$ cat src/rtl/damage_if.sv
// Handshake and health-counter control bundle between the damage scheduler
// and its surroundings (attack detection, frame timing, health counter).
interface damage_if;
    logic        start;
    logic        tick;
    logic        hit1_req;
    logic [7:0]  hit1_dmg;
    logic        hit2_req;
    logic [7:0]  hit2_dmg;
    logic        over;
    logic        hit1_ack;
    logic        hit2_ack;
    logic [15:0] blood_dec;
    logic        fresh;
    logic        keep;
    logic        p1_invuln;
    logic        p2_invuln;
    logic [2:0]  round_state;

    modport master (
        output start, tick, hit1_req, hit1_dmg, hit2_req, hit2_dmg, over,
        input  hit1_ack, hit2_ack, blood_dec, fresh, keep, p1_invuln, p2_invuln, round_state
    );

    modport slave (
        input  start, tick, hit1_req, hit1_dmg, hit2_req, hit2_dmg, over,
        output hit1_ack, hit2_ack, blood_dec, fresh, keep, p1_invuln, p2_invuln, round_state
    );
endinterface

$ cat src/rtl/damage_scheduler.sv
// Round controller and hit arbiter for the packed two-player health counter:
// sequences the round and turns hit requests into safe blood_dec/fresh strobes.
module damage_scheduler #(
    parameter int unsigned COUNTDOWN_TICKS = 180,
    parameter int unsigned INVULN_TICKS    = 30,
    parameter logic [7:0]  DMG_MAX         = 8'd40
) (
    input  logic     clk,
    input  logic     reset,
    damage_if.slave  bus
);
    typedef enum logic [2:0] {
        S_IDLE   = 3'd0,
        S_COUNT  = 3'd1,
        S_WAIT   = 3'd2,
        S_LOAD   = 3'd3,
        S_PULSE  = 3'd4,
        S_SETTLE = 3'd5,
        S_KO     = 3'd6
    } state_t;

    localparam logic [15:0] CD_LOAD  = 16'(COUNTDOWN_TICKS);
    localparam logic [15:0] INV_LOAD = 16'(INVULN_TICKS);

    state_t      state_q, state_d;
    logic [15:0] cnt_q, cnt_d;
    logic        settle_q, settle_d;
    logic [15:0] blood_q, blood_d;
    logic        fresh_q, fresh_d;
    logic        keep_q, keep_d;
    logic        ack1_q, ack1_d;
    logic        ack2_q, ack2_d;
    logic [15:0] inv1_q, inv1_d;
    logic [15:0] inv2_q, inv2_d;
    logic        p1_inv_q, p1_inv_d;
    logic        p2_inv_q, p2_inv_d;
    logic [7:0]  hit1_val;
    logic [7:0]  hit2_val;
    logic        timers_run;

    function automatic logic [7:0] clamp_dmg(input logic [7:0] dmg);
        if (dmg > DMG_MAX) begin
            return DMG_MAX;
        end else begin
            return dmg;
        end
    endfunction

    // Applied damage per side: clamped, zeroed when idle or target is immune
    always_comb begin
        hit1_val = 8'd0;
        hit2_val = 8'd0;
        if (bus.hit1_req && !p2_inv_q) begin
            hit1_val = clamp_dmg(bus.hit1_dmg);
        end else begin
            hit1_val = 8'd0;
        end
        if (bus.hit2_req && !p1_inv_q) begin
            hit2_val = clamp_dmg(bus.hit2_dmg);
        end else begin
            hit2_val = 8'd0;
        end
    end

    // Round FSM next state, counter strobes and invulnerability timers
    always_comb begin
        state_d    = state_q;
        cnt_d      = cnt_q;
        settle_d   = 1'b0;
        blood_d    = blood_q;
        fresh_d    = 1'b0;
        ack1_d     = 1'b0;
        ack2_d     = 1'b0;
        inv1_d     = inv1_q;
        inv2_d     = inv2_q;
        timers_run = bus.tick && (state_q inside {S_WAIT, S_LOAD, S_PULSE, S_SETTLE});

        if (timers_run && (inv1_q != 16'd0)) begin
            inv1_d = inv1_q - 16'd1;
        end else begin
            inv1_d = inv1_q;
        end
        if (timers_run && (inv2_q != 16'd0)) begin
            inv2_d = inv2_q - 16'd1;
        end else begin
            inv2_d = inv2_q;
        end

        case (state_q)
            S_IDLE: begin
                if (bus.start) begin
                    state_d = S_COUNT;
                    cnt_d   = CD_LOAD;
                end else begin
                    state_d = S_IDLE;
                end
            end
            S_COUNT: begin
                // A zero-length countdown leaves on the first COUNT cycle
                if (cnt_q == 16'd0) begin
                    state_d = S_WAIT;
                end else if (bus.tick) begin
                    cnt_d = cnt_q - 16'd1;
                    if (cnt_q == 16'd1) begin
                        state_d = S_WAIT;
                    end else begin
                        state_d = S_COUNT;
                    end
                end else begin
                    state_d = S_COUNT;
                end
            end
            S_WAIT: begin
                if (bus.hit1_req || bus.hit2_req) begin
                    state_d = S_LOAD;
                    ack1_d  = bus.hit1_req;
                    ack2_d  = bus.hit2_req;
                    blood_d = {hit2_val, hit1_val};
                end else begin
                    state_d = S_WAIT;
                end
            end
            S_LOAD: begin
                // Reload wins over a same-cycle tick decrement
                if (blood_q[7:0] != 8'd0) begin
                    inv2_d = INV_LOAD;
                end else begin
                    inv2_d = inv2_d;
                end
                if (blood_q[15:8] != 8'd0) begin
                    inv1_d = INV_LOAD;
                end else begin
                    inv1_d = inv1_d;
                end
                if (blood_q == 16'd0) begin
                    state_d = S_WAIT;
                    blood_d = 16'd0;
                end else begin
                    state_d = S_PULSE;
                    fresh_d = 1'b1;
                end
            end
            S_PULSE: begin
                state_d = S_SETTLE;
            end
            S_SETTLE: begin
                // Second SETTLE cycle covers the counter's register latency before over is trusted
                if (!settle_q) begin
                    settle_d = 1'b1;
                end else begin
                    blood_d = 16'd0;
                    if (bus.over) begin
                        state_d = S_KO;
                    end else begin
                        state_d = S_WAIT;
                    end
                end
            end
            S_KO: begin
                state_d = S_KO;
            end
            default: begin
                state_d = S_IDLE;
                blood_d = 16'd0;
            end
        endcase

        keep_d   = (state_d inside {S_IDLE, S_COUNT, S_KO});
        p1_inv_d = (inv1_d != 16'd0);
        p2_inv_d = (inv2_d != 16'd0);
    end

    // State and output registers
    always_ff @(posedge clk or posedge reset) begin
        if (reset) begin
            state_q  <= S_IDLE;
            cnt_q    <= 16'd0;
            settle_q <= 1'b0;
            blood_q  <= 16'd0;
            fresh_q  <= 1'b0;
            keep_q   <= 1'b1;
            ack1_q   <= 1'b0;
            ack2_q   <= 1'b0;
            inv1_q   <= 16'd0;
            inv2_q   <= 16'd0;
            p1_inv_q <= 1'b0;
            p2_inv_q <= 1'b0;
        end else begin
            state_q  <= state_d;
            cnt_q    <= cnt_d;
            settle_q <= settle_d;
            blood_q  <= blood_d;
            fresh_q  <= fresh_d;
            keep_q   <= keep_d;
            ack1_q   <= ack1_d;
            ack2_q   <= ack2_d;
            inv1_q   <= inv1_d;
            inv2_q   <= inv2_d;
            p1_inv_q <= p1_inv_d;
            p2_inv_q <= p2_inv_d;
        end
    end

    assign bus.round_state = state_q;
    assign bus.blood_dec   = blood_q;
    assign bus.fresh       = fresh_q;
    assign bus.keep        = keep_q;
    assign bus.hit1_ack    = ack1_q;
    assign bus.hit2_ack    = ack2_q;
    assign bus.p1_invuln   = p1_inv_q;
    assign bus.p2_invuln   = p2_inv_q;
endmodule

$ cat src/flat_wrapper.sv
// flat-port wrapper written by rule: the top's interface ports become plain ports
module damage_scheduler_flat 
#(
    parameter int unsigned COUNTDOWN_TICKS = 180,
    parameter int unsigned INVULN_TICKS    = 30,
    parameter logic [7:0]  DMG_MAX         = 8'd40
)
  (clk, reset, bus_start, bus_tick, bus_hit1_req, bus_hit1_dmg, bus_hit2_req, bus_hit2_dmg, bus_over, bus_hit1_ack, bus_hit2_ack, bus_blood_dec, bus_fresh, bus_keep, bus_p1_invuln, bus_p2_invuln, bus_round_state);
  damage_if bus_i ();
  input  logic clk;
  input  logic reset;
  input wire logic [$bits(bus_i.start)-1:0] bus_start;
  input wire logic [$bits(bus_i.tick)-1:0] bus_tick;
  input wire logic [$bits(bus_i.hit1_req)-1:0] bus_hit1_req;
  input wire logic [$bits(bus_i.hit1_dmg)-1:0] bus_hit1_dmg;
  input wire logic [$bits(bus_i.hit2_req)-1:0] bus_hit2_req;
  input wire logic [$bits(bus_i.hit2_dmg)-1:0] bus_hit2_dmg;
  input wire logic [$bits(bus_i.over)-1:0] bus_over;
  output wire logic [$bits(bus_i.hit1_ack)-1:0] bus_hit1_ack;
  output wire logic [$bits(bus_i.hit2_ack)-1:0] bus_hit2_ack;
  output wire logic [$bits(bus_i.blood_dec)-1:0] bus_blood_dec;
  output wire logic [$bits(bus_i.fresh)-1:0] bus_fresh;
  output wire logic [$bits(bus_i.keep)-1:0] bus_keep;
  output wire logic [$bits(bus_i.p1_invuln)-1:0] bus_p1_invuln;
  output wire logic [$bits(bus_i.p2_invuln)-1:0] bus_p2_invuln;
  output wire logic [$bits(bus_i.round_state)-1:0] bus_round_state;
  assign bus_i.start = bus_start;
  assign bus_i.tick = bus_tick;
  assign bus_i.hit1_req = bus_hit1_req;
  assign bus_i.hit1_dmg = bus_hit1_dmg;
  assign bus_i.hit2_req = bus_hit2_req;
  assign bus_i.hit2_dmg = bus_hit2_dmg;
  assign bus_i.over = bus_over;
  assign bus_hit1_ack = bus_i.hit1_ack;
  assign bus_hit2_ack = bus_i.hit2_ack;
  assign bus_blood_dec = bus_i.blood_dec;
  assign bus_fresh = bus_i.fresh;
  assign bus_keep = bus_i.keep;
  assign bus_p1_invuln = bus_i.p1_invuln;
  assign bus_p2_invuln = bus_i.p2_invuln;
  assign bus_round_state = bus_i.round_state;
  damage_scheduler #(.COUNTDOWN_TICKS(COUNTDOWN_TICKS), .INVULN_TICKS(INVULN_TICKS), .DMG_MAX(DMG_MAX)) u_core (.clk(clk), .reset(reset), .bus(bus_i));
endmodule
$ cat config.mk
export PLATFORM = sky130hd
export DESIGN_NAME = damage_scheduler_flat
export DESIGN_NICKNAME = d
export VERILOG_FILES = /design/src/rtl/damage_if.sv /design/src/rtl/damage_scheduler.sv /design/src/flat_wrapper.sv
export SDC_FILE = /design/constraint.sdc
export NUM_CORES = 1
export LEC_CHECK = 0
export CAP_MARGIN = 15
export CORE_ASPECT_RATIO = 0.8
export CORE_UTILIZATION = 50
export DETAILED_ROUTE_END_ITERATION = 6
export GPL_ROUTABILITY_DRIVEN = 0
export PLACE_DENSITY = 0.84
export SLEW_MARGIN = 20
export SYNTH_ARGS = -nofsm -noshare
export SYNTH_HDL_FRONTEND = slang
export SYNTH_SLANG_ARGS = --single-unit
$ cat constraint.sdc
create_clock -name clk -period 3.38 [get_ports clk]
set_input_delay 0.676 -clock clk [delete_from_list [all_inputs] [get_ports clk]]
set_output_delay 0.676 -clock clk [all_outputs]
set_load 0.05 [all_outputs]
# Yosys cells after proc, flatten, opt, wreduce, memory -nomap -nowiden
# Cells that the tools add are included.
classes:
  n_lt_le_gt_ge: 2
  n_reduce_logical: 24
  n_bitwise: 1
  n_addsub: 3
  shifts: 0
  mul: 0
  n_mux: 35
  n_div: 0
  eq_ne: 15
ops:
  columns: ["operator", "count"]
  rows:
  - ["$mux W16", 12]
  - ["$pmux W16 S4", 1]
  - ["$reduce_bool A16 Y1", 4]
  - ["$sub A16 B1 Y16 const B", 3]
  - ["$logic_not A16 Y1", 2]
  - ["$mux W8", 4]
  - ["$pmux W16 S2", 1]
  - ["$pmux W3 S7", 1]
  - ["$eq A16 B1 Y1 const B", 1]
  - ["$gt A8 B6 Y1 const B", 2]
  - ["$reduce_bool A8 Y1", 2]
  - ["$eq A3 B3 Y1 const B", 4]
  - ["$mux W3", 4]
  - ["$mux W1", 10]
  - ["$ne A2 B2 Y1 const B", 5]
  - ["$reduce_and A4 Y1", 2]
  - ["$eq A3 B1 Y1 const B", 2]
  - ["$eq A3 B2 Y1 const B", 2]
  - ["$logic_not A3 Y1", 2]
  - ["$logic_and A1 B1 Y1", 5]
  - ["$mux W2", 2]
  - ["$reduce_bool A4 Y1", 1]
  - ["$reduce_or A4 Y1", 1]
  - ["$reduce_bool A3 Y1", 1]
  - ["5 further kinds", 6]
word_totals:
  out_inout_bits: 25
  elab_cells: 92
  reg_bits: 74
  mem_count: 0
  mem_bits_rw: 0
  input_bits: 23
  mem_bits_ro: 0
  latchBits: 0

# Longest topological paths before layout
depth:
  ltp_word: 8
  depth_mapped: 8
  depth_no_buf: 8

# Worst setup path before layout
# OpenSTA, ideal clock, no wires.
synth_path:
  kind: "reg2reg"
  start: "register u_core.state_q[1] (netlist: u_core.bus.round_state[1])"
  end: "register u_core.p2_inv_q (netlist: u_core.bus.p2_invuln)"
  required_time_ns: 3.241
  n_path_buf: 2
  setup_ns: 0.139
  arrival_time_ns: 2.841
  path_stages_with_launch: 9
  setup_slack_ns: 0.400
  synth_period_minus_slack_ns: 2.980
  path_cell_list: "dfrtp_1 buf_2 xor2_1 and4_1 clkbuf_1 nor4b_1 xor2_1 a2111o_1 or4_1"
synth_via:
  elab_chain_len: 8
  word_cells_on_any_way: 11
  cone_classes: "eq/ne: 4; mux: 3; reduce/logical: 4"
synth_lines:
  columns: ["item", "line", "text"]
  rows:
  - ["start: declaration", "damage_scheduler.sv:25", "state_t state_q, state_d;"]
  - ["start signal: assignment", "damage_scheduler.sv:189", "state_q <= state_d;"]
  - ["$eq A3 B2 Y1, or another cell as far along", "damage_scheduler.sv:76", "timers_run = bus.tick && (state_q inside {S_WAIT, S_LOAD, S_PULSE, S_SETTLE});"]
  - ["$reduce_bool A4 Y1", "damage_scheduler.sv:76", null]
  - ["$logic_and A1 B1 Y1", "damage_scheduler.sv:76", null]
  - ["$logic_and A1 B1 Y1", "damage_scheduler.sv:83", "if (timers_run && (inv2_q != 16'd0)) begin"]
  - ["$mux W16", "damage_scheduler.sv:83", null]
  - ["$mux W16", "damage_scheduler.sv:125", "if (blood_q[7:0] != 8'd0) begin"]
  - ["$mux W16 *", "damage_scheduler.sv:89", "case (state_q)"]
  - ["$reduce_bool A16 Y1 *", "damage_scheduler.sv:170", "p2_inv_d = (inv2_d != 16'd0);"]
  - ["named net u_core.p2_inv_d", "damage_scheduler.sv:36", "logic p2_inv_q, p2_inv_d;"]
  - ["end signal: assignment", "damage_scheduler.sv:200", "p2_inv_q <= p2_inv_d;"]
  - ["end: declaration", "damage_scheduler.sv:36", null]
# The timed path passes the listed nets; every way through them passes the cells marked *.
# A chain may end at the register's enable or synchronous reset.

# Final worst setup path
layout_path:
  start: "register u_core.inv2_q[11]"
  end: "register u_core.p2_inv_q (netlist: u_core.bus.p2_invuln)"
layout_via:
  elab_chain_len: 6
  word_cells_on_any_way: 7
  cone_classes: "add/sub: 1; mux: 3; reduce/logical: 3"
layout_lines:
  columns: ["item", "line", "text"]
  rows:
  - ["start: declaration", "damage_scheduler.sv:34", "logic [15:0] inv2_q, inv2_d;"]
  - ["start signal: assignment", "damage_scheduler.sv:198", "inv2_q <= inv2_d;"]
  - ["branches (longest 2 deep; another with $sub A16 B1 Y16)", null, null]
  - ["$mux W16 *", "damage_scheduler.sv:83", null]
  - ["$mux W16", "damage_scheduler.sv:125", null]
  - ["$mux W16 *", "damage_scheduler.sv:89", null]
  - ["$reduce_bool A16 Y1 *", "damage_scheduler.sv:170", null]
  - ["named net u_core.p2_inv_d", "damage_scheduler.sv:36", null]
# Mark *: on every way through the listed nets, which the timed path passes.

==> run_results.csv <==
group,metric,value,unit
power_and_ir_drop,power_density,589,nW/µm²
power_and_ir_drop,p_total,2.83,mW
placement,port_buffers,47,
synth,netlist_instances,412,
drt,wl_per_cell,15.9,µm
drt,vias_per_cell,5.93,
synth,synthFlopType,"dfrtp_1",
cells_and_area,drive_gt1_frac,0.0742,
global_routing,grt_pass1_vias,3126,
global_routing,grt_max_degree,75,
floorplanning,num_rows,28,
cts,postCtsSetupRepairBufs,0,
cts,clk_latency,0.36,ns
synth,yosys.area.top_type_share,0.464,
setup_path,crit_path_start_kind,"register",
cells_and_area,fillers,634,
hold_path,min_path_type,"register to register",
timing,drv_slew,0,
timing,post-route-min-period,2.94,ns
drt,initialDrtViolationCount,301,
synth,mappedNetlistNets,442,
cts,cts_htree_levels,3,
timing,layout_setup_ws,0.437,ns
synth,synthTopCellsByArea,"dfrtp_1 46%, nand2_1 4.0%, xor2_1 4.0%, nor2_1 2.9%, nor4_1 2.5%",
synth,yosysTopAreaCell,"dfrtp_1",
cells_and_area,multiInputGateArea,1980,µm²
synth,ys_seq_elements,74,
setup_path,critical_path_class,"register to register",
cts,cts_buffers,9,
power_and_ir_drop,p_leak,2.13,nW
floorplanning,ioPinCount,48,
global_routing,antenna_found_initial,0,
setup_path,endpoint_kind,"register",
global_routing,grt_use_total,0.238,
placement,dpl.hpwl,6510,µm
setup_path,required,3.61,ns
cts,cts.repair.resized,0,
synth,synth-edff-count,0,
floorplanning,core_area,7500,µm²
drt,vias,3423,
placement,place_ws,0.118,ns
floorplanning,die_h,81.4,µm
timing,hold_viol,0,
drt,finalWirelength,9150,µm
timing,setup_violations,0,
power_and_ir_drop,ir_drop,0.252,mV
global_routing,grt_pass1_wl,15000,µm
cts,cts_hold_buf,0,
hold_path,min_from,"u_core.settle_q",
placement,dpl.cell_count,560,
cts,cts.sinks,74,
cells_and_area,antennaDiodeCount,0,
drt,dr.pass1.iters,5,
setup_path,path_max_fanout,7,
drt,drc,0,
cts,cts_buffer_depth,2,
timing,tightest_slew,0.970,ns
timing,fmax,340,MHz
outcome,status,"completed",
global_routing,overflow,0,
drt,detail-route-antenna-nets,0,
cells_and_area,fin_util,0.641,
setup_path,ff2ff_setup_slack,0.44,ns
cts,ctsRootBufferMaster,"clkbuf_8",
synth,synth_cell_types,54,
cells_and_area,post_layout_nonfiller_instances,577,
floorplanning,start_util,0.525,
setup_path,cp.arrival,3.18,ns
synth,ys_seq_area_frac,0.471,
cells_and_area,areaGrowthSynthToFinish,22.0,%
cts,path_clk_slew,0.08,ns
timing,rsz0062_at_grt,"false",
synth,synth_area,3940,µm²
timing,post-route-period-util,0.871,
setup_path,rr_startpoint,"u_core.inv2_q[11]",
cells_and_area,regArea,1850,µm²
timing,fin_tns_setup,0,ns
timing,slew_headroom,0.353,
job,maxCapViolCount,0,
synth,syn_area_per_cell,9.55,µm²
timing,skew,0.00990,ns
floorplanning,die_w,101,µm
cts,cts_tree,"done",
synth,async_reset_ff_frac,1.00,
floorplanning,dieArea,8230,µm²
cells_and_area,fin_nets,497,
synth,ys_warn_count,0,
setup_path,crit_start,"u_core.inv2_q[11]",
==> sequential cells by signal, summed over array words and instances, names as in the netlist, 3 cells and up <==
| name | count |
|---|---|
| u_core.bus.blood_dec | 16 |
| u_core.cnt_q | 16 |
| u_core.inv1_q | 16 |
| u_core.inv2_q | 16 |
| u_core.bus.round_state | 3 |
==> worst max-delay path, cell delays in order (launching register included) <==
cell	delay, ns
dfrtp_1	0.45
or4_4	0.58
nor4_4	0.33
nor2_2	0.09
or4_1	0.49
or4_1	0.40
or4_1	0.48
==> cells in the final DEF (no fill, tap or decap), types with 4 or more instances in the layout <==
| master | count |
|---|---|
| a21o_1 | 5 |
| a21oi_1 | 17 |
| a22o_1 | 4 |
| and2_1 | 11 |
| and3_1 | 4 |
| and4_1 | 4 |
| buf_4 | 6 |
| clkbuf_8 | 10 |
| clkdlybuf4s50_1 | 47 |
| dfrtp_1 | 73 |
| ha_1 | 7 |
| inv_1 | 14 |
| mux2i_1 | 4 |
| nand2_1 | 42 |
| nand3_1 | 13 |
| nand3b_1 | 5 |
| nand4_1 | 12 |
| nand4b_1 | 5 |
| nor2_1 | 30 |
| nor3_1 | 11 |
| nor3b_1 | 5 |
| nor4_1 | 16 |
| nor4b_1 | 6 |
| o211ai_1 | 8 |
| o21ai_0 | 18 |
| or2_2 | 5 |
| or3_1 | 7 |
| or4_1 | 10 |
| xnor2_1 | 11 |
| xor2_1 | 18 |
==> worst paths after layout <==
kind,endpoint,depth (start not counted)
setup / recovery,u_core.bus.p2_invuln,6
hold / removal,u_core.settle_q,1
setup reg to reg,u_core.bus.p2_invuln,6
hold reg to reg,u_core.settle_q,1
max in group asynchronous,u_core.inv1_q[2],3
min in group asynchronous,u_core.bus.round_state[2],3
==> cells in the mapped netlist (all sizes together) (2+ instances only) <==
| cell | instances |
|---|---|
| xnor2 | 11 |
| a22o | 4 |
| a21o | 5 |
| nand3 | 13 |
| nand3b | 5 |
| nor2 | 31 |
| xor2 | 18 |
| nor2b | 3 |
| o21a | 2 |
| o211ai | 8 |
| nand2b | 4 |
| o311ai | 2 |
| o31a | 2 |
| clkbuf | 9 |
| nor4b | 6 |
| or2 | 5 |
| nor3 | 11 |
| mux2i | 4 |
| inv | 15 |
| nand4b | 5 |
| buf | 2 |
| or4 | 11 |
| and3 | 4 |
| or3 | 7 |
| nand2 | 42 |
| o31ai | 3 |
| a21oi | 17 |
| and4 | 4 |
| nand4 | 12 |
| o21ai | 21 |
| nor4 | 17 |
| dfrtp | 73 |
| nor3b | 5 |
| and2 | 11 |
| ha | 7 |
==> cells by family (layout without fill, tap and decap cells) <==
logic type,count (synthesis),after routing,share of synthesized area
AND/OR/NAND/NOR,198,198,0.285
AO/OA/AOI/OAI,74,74,0.122
flip-flops,74,74,0.471
XOR/XNOR,29,29,0.0645
buffers and inverters,26,86,0.0251
adder cells (fa/ha/maj),7,7,0.0222
multiplexers,4,4,0.0102
==> per-stage QoR <==
stage / hold WS [ns] / cell area, µm²
after CTS: 0.515 / 4800
after global routing: 0.521 / 4800
after detailed placement: 0.473 / 4560
after floorplan: 0.434 / 3940
after global placement: 0.478 / 4560
final: 0.512 / 4800
==> area by class of cell <==
class                           count  share of cell area
Clock buffer                       10              0.0287
Timing Repair Buffer               55               0.113
Inverter                           15              0.0117
Clock inverter                      6              0.0203
Tap cell                          105              0.0274
Multi-Input combinational cell    312               0.413
Sequential cell                    74               0.386
==> metal layers <==
| layer | up-vias | track usage | share of wire |
|---|---|---|---|
| met5 | - | 0 | 0 |
| met4 | 0 | 0.0899 | 0.016 |
| met3 | 15 | 0.0594 | 0.058 |
| met2 | 120 | 0.367 | 0.46 |
| met1 | 1668 | 0.324 | 0.46 |
| li1 | 1620 | - | - |
==> where the power goes <==
part / internal [mW] / switching, mW / leakage [nW]
sequential: 1.04 / 0.183 / 0.960
clock: 0.446 / 0.357 / 0.119
combinational: 0.358 / 0.445 / 1.05
total: 1.84 / 0.985 / 2.13
Note: power is estimated with default switching activity, not from simulation.
==> edit: new RTL, same settings <==
Reset style: synchronous (`reset`), changed in one clocked block.
--- a/src/rtl/damage_scheduler.sv
+++ b/src/rtl/damage_scheduler.sv
@@ -173,3 +173,3 @@
     // State and output registers
-    always_ff @(posedge clk or posedge reset) begin
+    always_ff @(posedge clk) begin
         if (reset) begin
Check against the original RTL: differs if reset is asserted again (counterexample within 4 cycles, from zero or initial values and one cycle with reset high); with reset held inactive, the same outputs for 10 cycles.
==> edit against the unedited design <==
  * The run now ends with design-rule violations left
  * Setup slack gained 110 ps
  * Design area decreased by 8.6%
  * Clock power shrank 24%
  * Synthesized cell count increased by 3.2%
  * Global-route usage grew 0.95 points
  * Critical path depth is 2 higher
  * Wire length shrank 2.5%
  * Area after synthesis fell by 7.6%
  * First-iteration DRC count down 6.3%
  * Total power decreased by 21%
  * Core utilization is 1.0 points lower
  * Sequential cell count did not move
==> edit: results (changes against the unedited design) <==
set qor(run_status) {finished with violations} ;# was completed
set qor(failing_checks) {design-rule violations}
set qor(static-leakage-power_nw) 1.579 ;# was 2.131 nW
set qor(critPathArrivalTime_ps) 3050 ;# was 3180 ps
set qor(critPathMaxFanout) 9 ;# was 7
set qor(grt_first_pass_wirelength_um) 15150 ;# was 14,980 um
set qor(power.net_switching_w) 0.0007503 ;# was 0.0009847 W
set qor(finClkSkew_ps) 6.889 ;# was 9.896 ps
set qor(grt_pass1_vias) 3212 ;# was 3,126
set qor(final.signal_inverter_count) 13 ;# was 15
set qor(seq_area_share_pct) 33.76 ;# was 38.58%
set qor(ff2ff_path_depth) 8 ;# was 6
set qor(layout.clock_buffers) 13 ;# was 10
set qor(clock_cell_share_of_area_pct) 3.735 ;# was 4.897%
set qor(fill_cells) 605 ;# was 634
set qor(grt_util_all_layers_pct) 24.73 ;# was 23.78%
set qor(fraction_of_standard_cell_area_in_multi_input_logic_pct) 46.65 ;# was 41.31%
set qor(worst_slew_margin_rel_pct) 38.88 ;# was 35.33%
set qor(route.detailed.drc) 2 ;# was 0
set qor(power_density_mw_per_mm2) 506.3 ;# was 588.9 mW/mm^2
set qor(synth-adder-area-share_pct) 2.409 ;# was 2.225%
set qor(seq_area_frac_synth_pct) 40.74 ;# was 47.08%
set qor(synth.top_cells.by_count) {sky130_fd_sc_hd__nor2_1 (75), sky130_fd_sc_hd__dfxtp_1 (74), sky130_fd_sc_hd__xnor2_1 (30)} ;# was sky130_fd_sc_hd__dfrtp_1 (73), sky130_fd_sc_hd__nand2_1 (42), sky130_fd_sc_hd__nor2_1 (30)
set qor(timing.rr.end) {u_core.bus.p1_invuln} ;# was u_core.bus.p2_invuln
set qor(synth_mux_area_share_pct) 0.8259 ;# was 1.017%
set qor(post_dp_area_mm2) 0.004224 ;# was 0.004561 mm^2
set qor(yosys.area.top_type) {sky130_fd_sc_hd__dfxtp_1} ;# was sky130_fd_sc_hd__dfrtp_1
set qor(reg2reg_from) {u_core.inv1_q[0]} ;# was u_core.inv2_q[11]
set qor(layout.sequential_cells) 74 ;# unchanged
set qor(standard_cell_with_the_maximum_stage_delay_on_the_critical_path) {sky130_fd_sc_hd__or4b_2} ;# was sky130_fd_sc_hd__or4_4
set qor(netlist_top_cells_area) {sky130_fd_sc_hd__dfxtp_1 (41%), sky130_fd_sc_hd__nor2_1 (7.7%), sky130_fd_sc_hd__xnor2_1 (7.2%)} ;# was sky130_fd_sc_hd__dfrtp_1 (46%), sky130_fd_sc_hd__nand2_1 (4.0%), sky130_fd_sc_hd__xor2_1 (4.0%)
set qor(vias_per_cell) 6.079 ;# was 5.932
set qor(start_point_of_the_worst_min_delay_path) {u_core.bus.blood_dec[5]} ;# was u_core.settle_q
set qor(dp_hpwl_um) 6352 ;# was 6510 um
set qor(fraction_of_registers_with_async_set_reset_pct) 0 ;# was 100.0%
set qor(power.sequential.fraction_pct) 44.6 ;# was 43.2%
set qor(synth_compound_gate_area_share_pct) 17.03 ;# was 12.24%
set qor(drt_pre_antenna_iters) 7 ;# was 5
[edit: cell count changes after synthesis, moves of 10 or more]
cell	unedited run	this run
sky130_fd_sc_hd__dfxtp_1	0	74
sky130_fd_sc_hd__a22oi_1	1	13
sky130_fd_sc_hd__xnor2_1	11	30
sky130_fd_sc_hd__a21oi_1	17	27
sky130_fd_sc_hd__xor2_1	18	7
sky130_fd_sc_hd__nor2_1	30	75
sky130_fd_sc_hd__dfrtp_1	73	0
sky130_fd_sc_hd__nand2_1	42	21
[edit: per-layer routing]
layer	part of all wire, %	global-route usage [%]
met1	46	32.15
met4	1.4	8.529
met3	8.4	6.946
met5	0	0
met2	44	39.65
[edit: through the flow]
step | cells | utilization [%] | hold slack (ps)
after floorplan | 425 | - | 439.0
after global placement | 553 | 60.70 | 453.3
after detailed placement | 553 | 60.70 | 475.6
after CTS | 569 | 63.05 | 485.6
after global routing | 569 | 63.05 | 517.0
final | 569 | 63.05 | 482.7
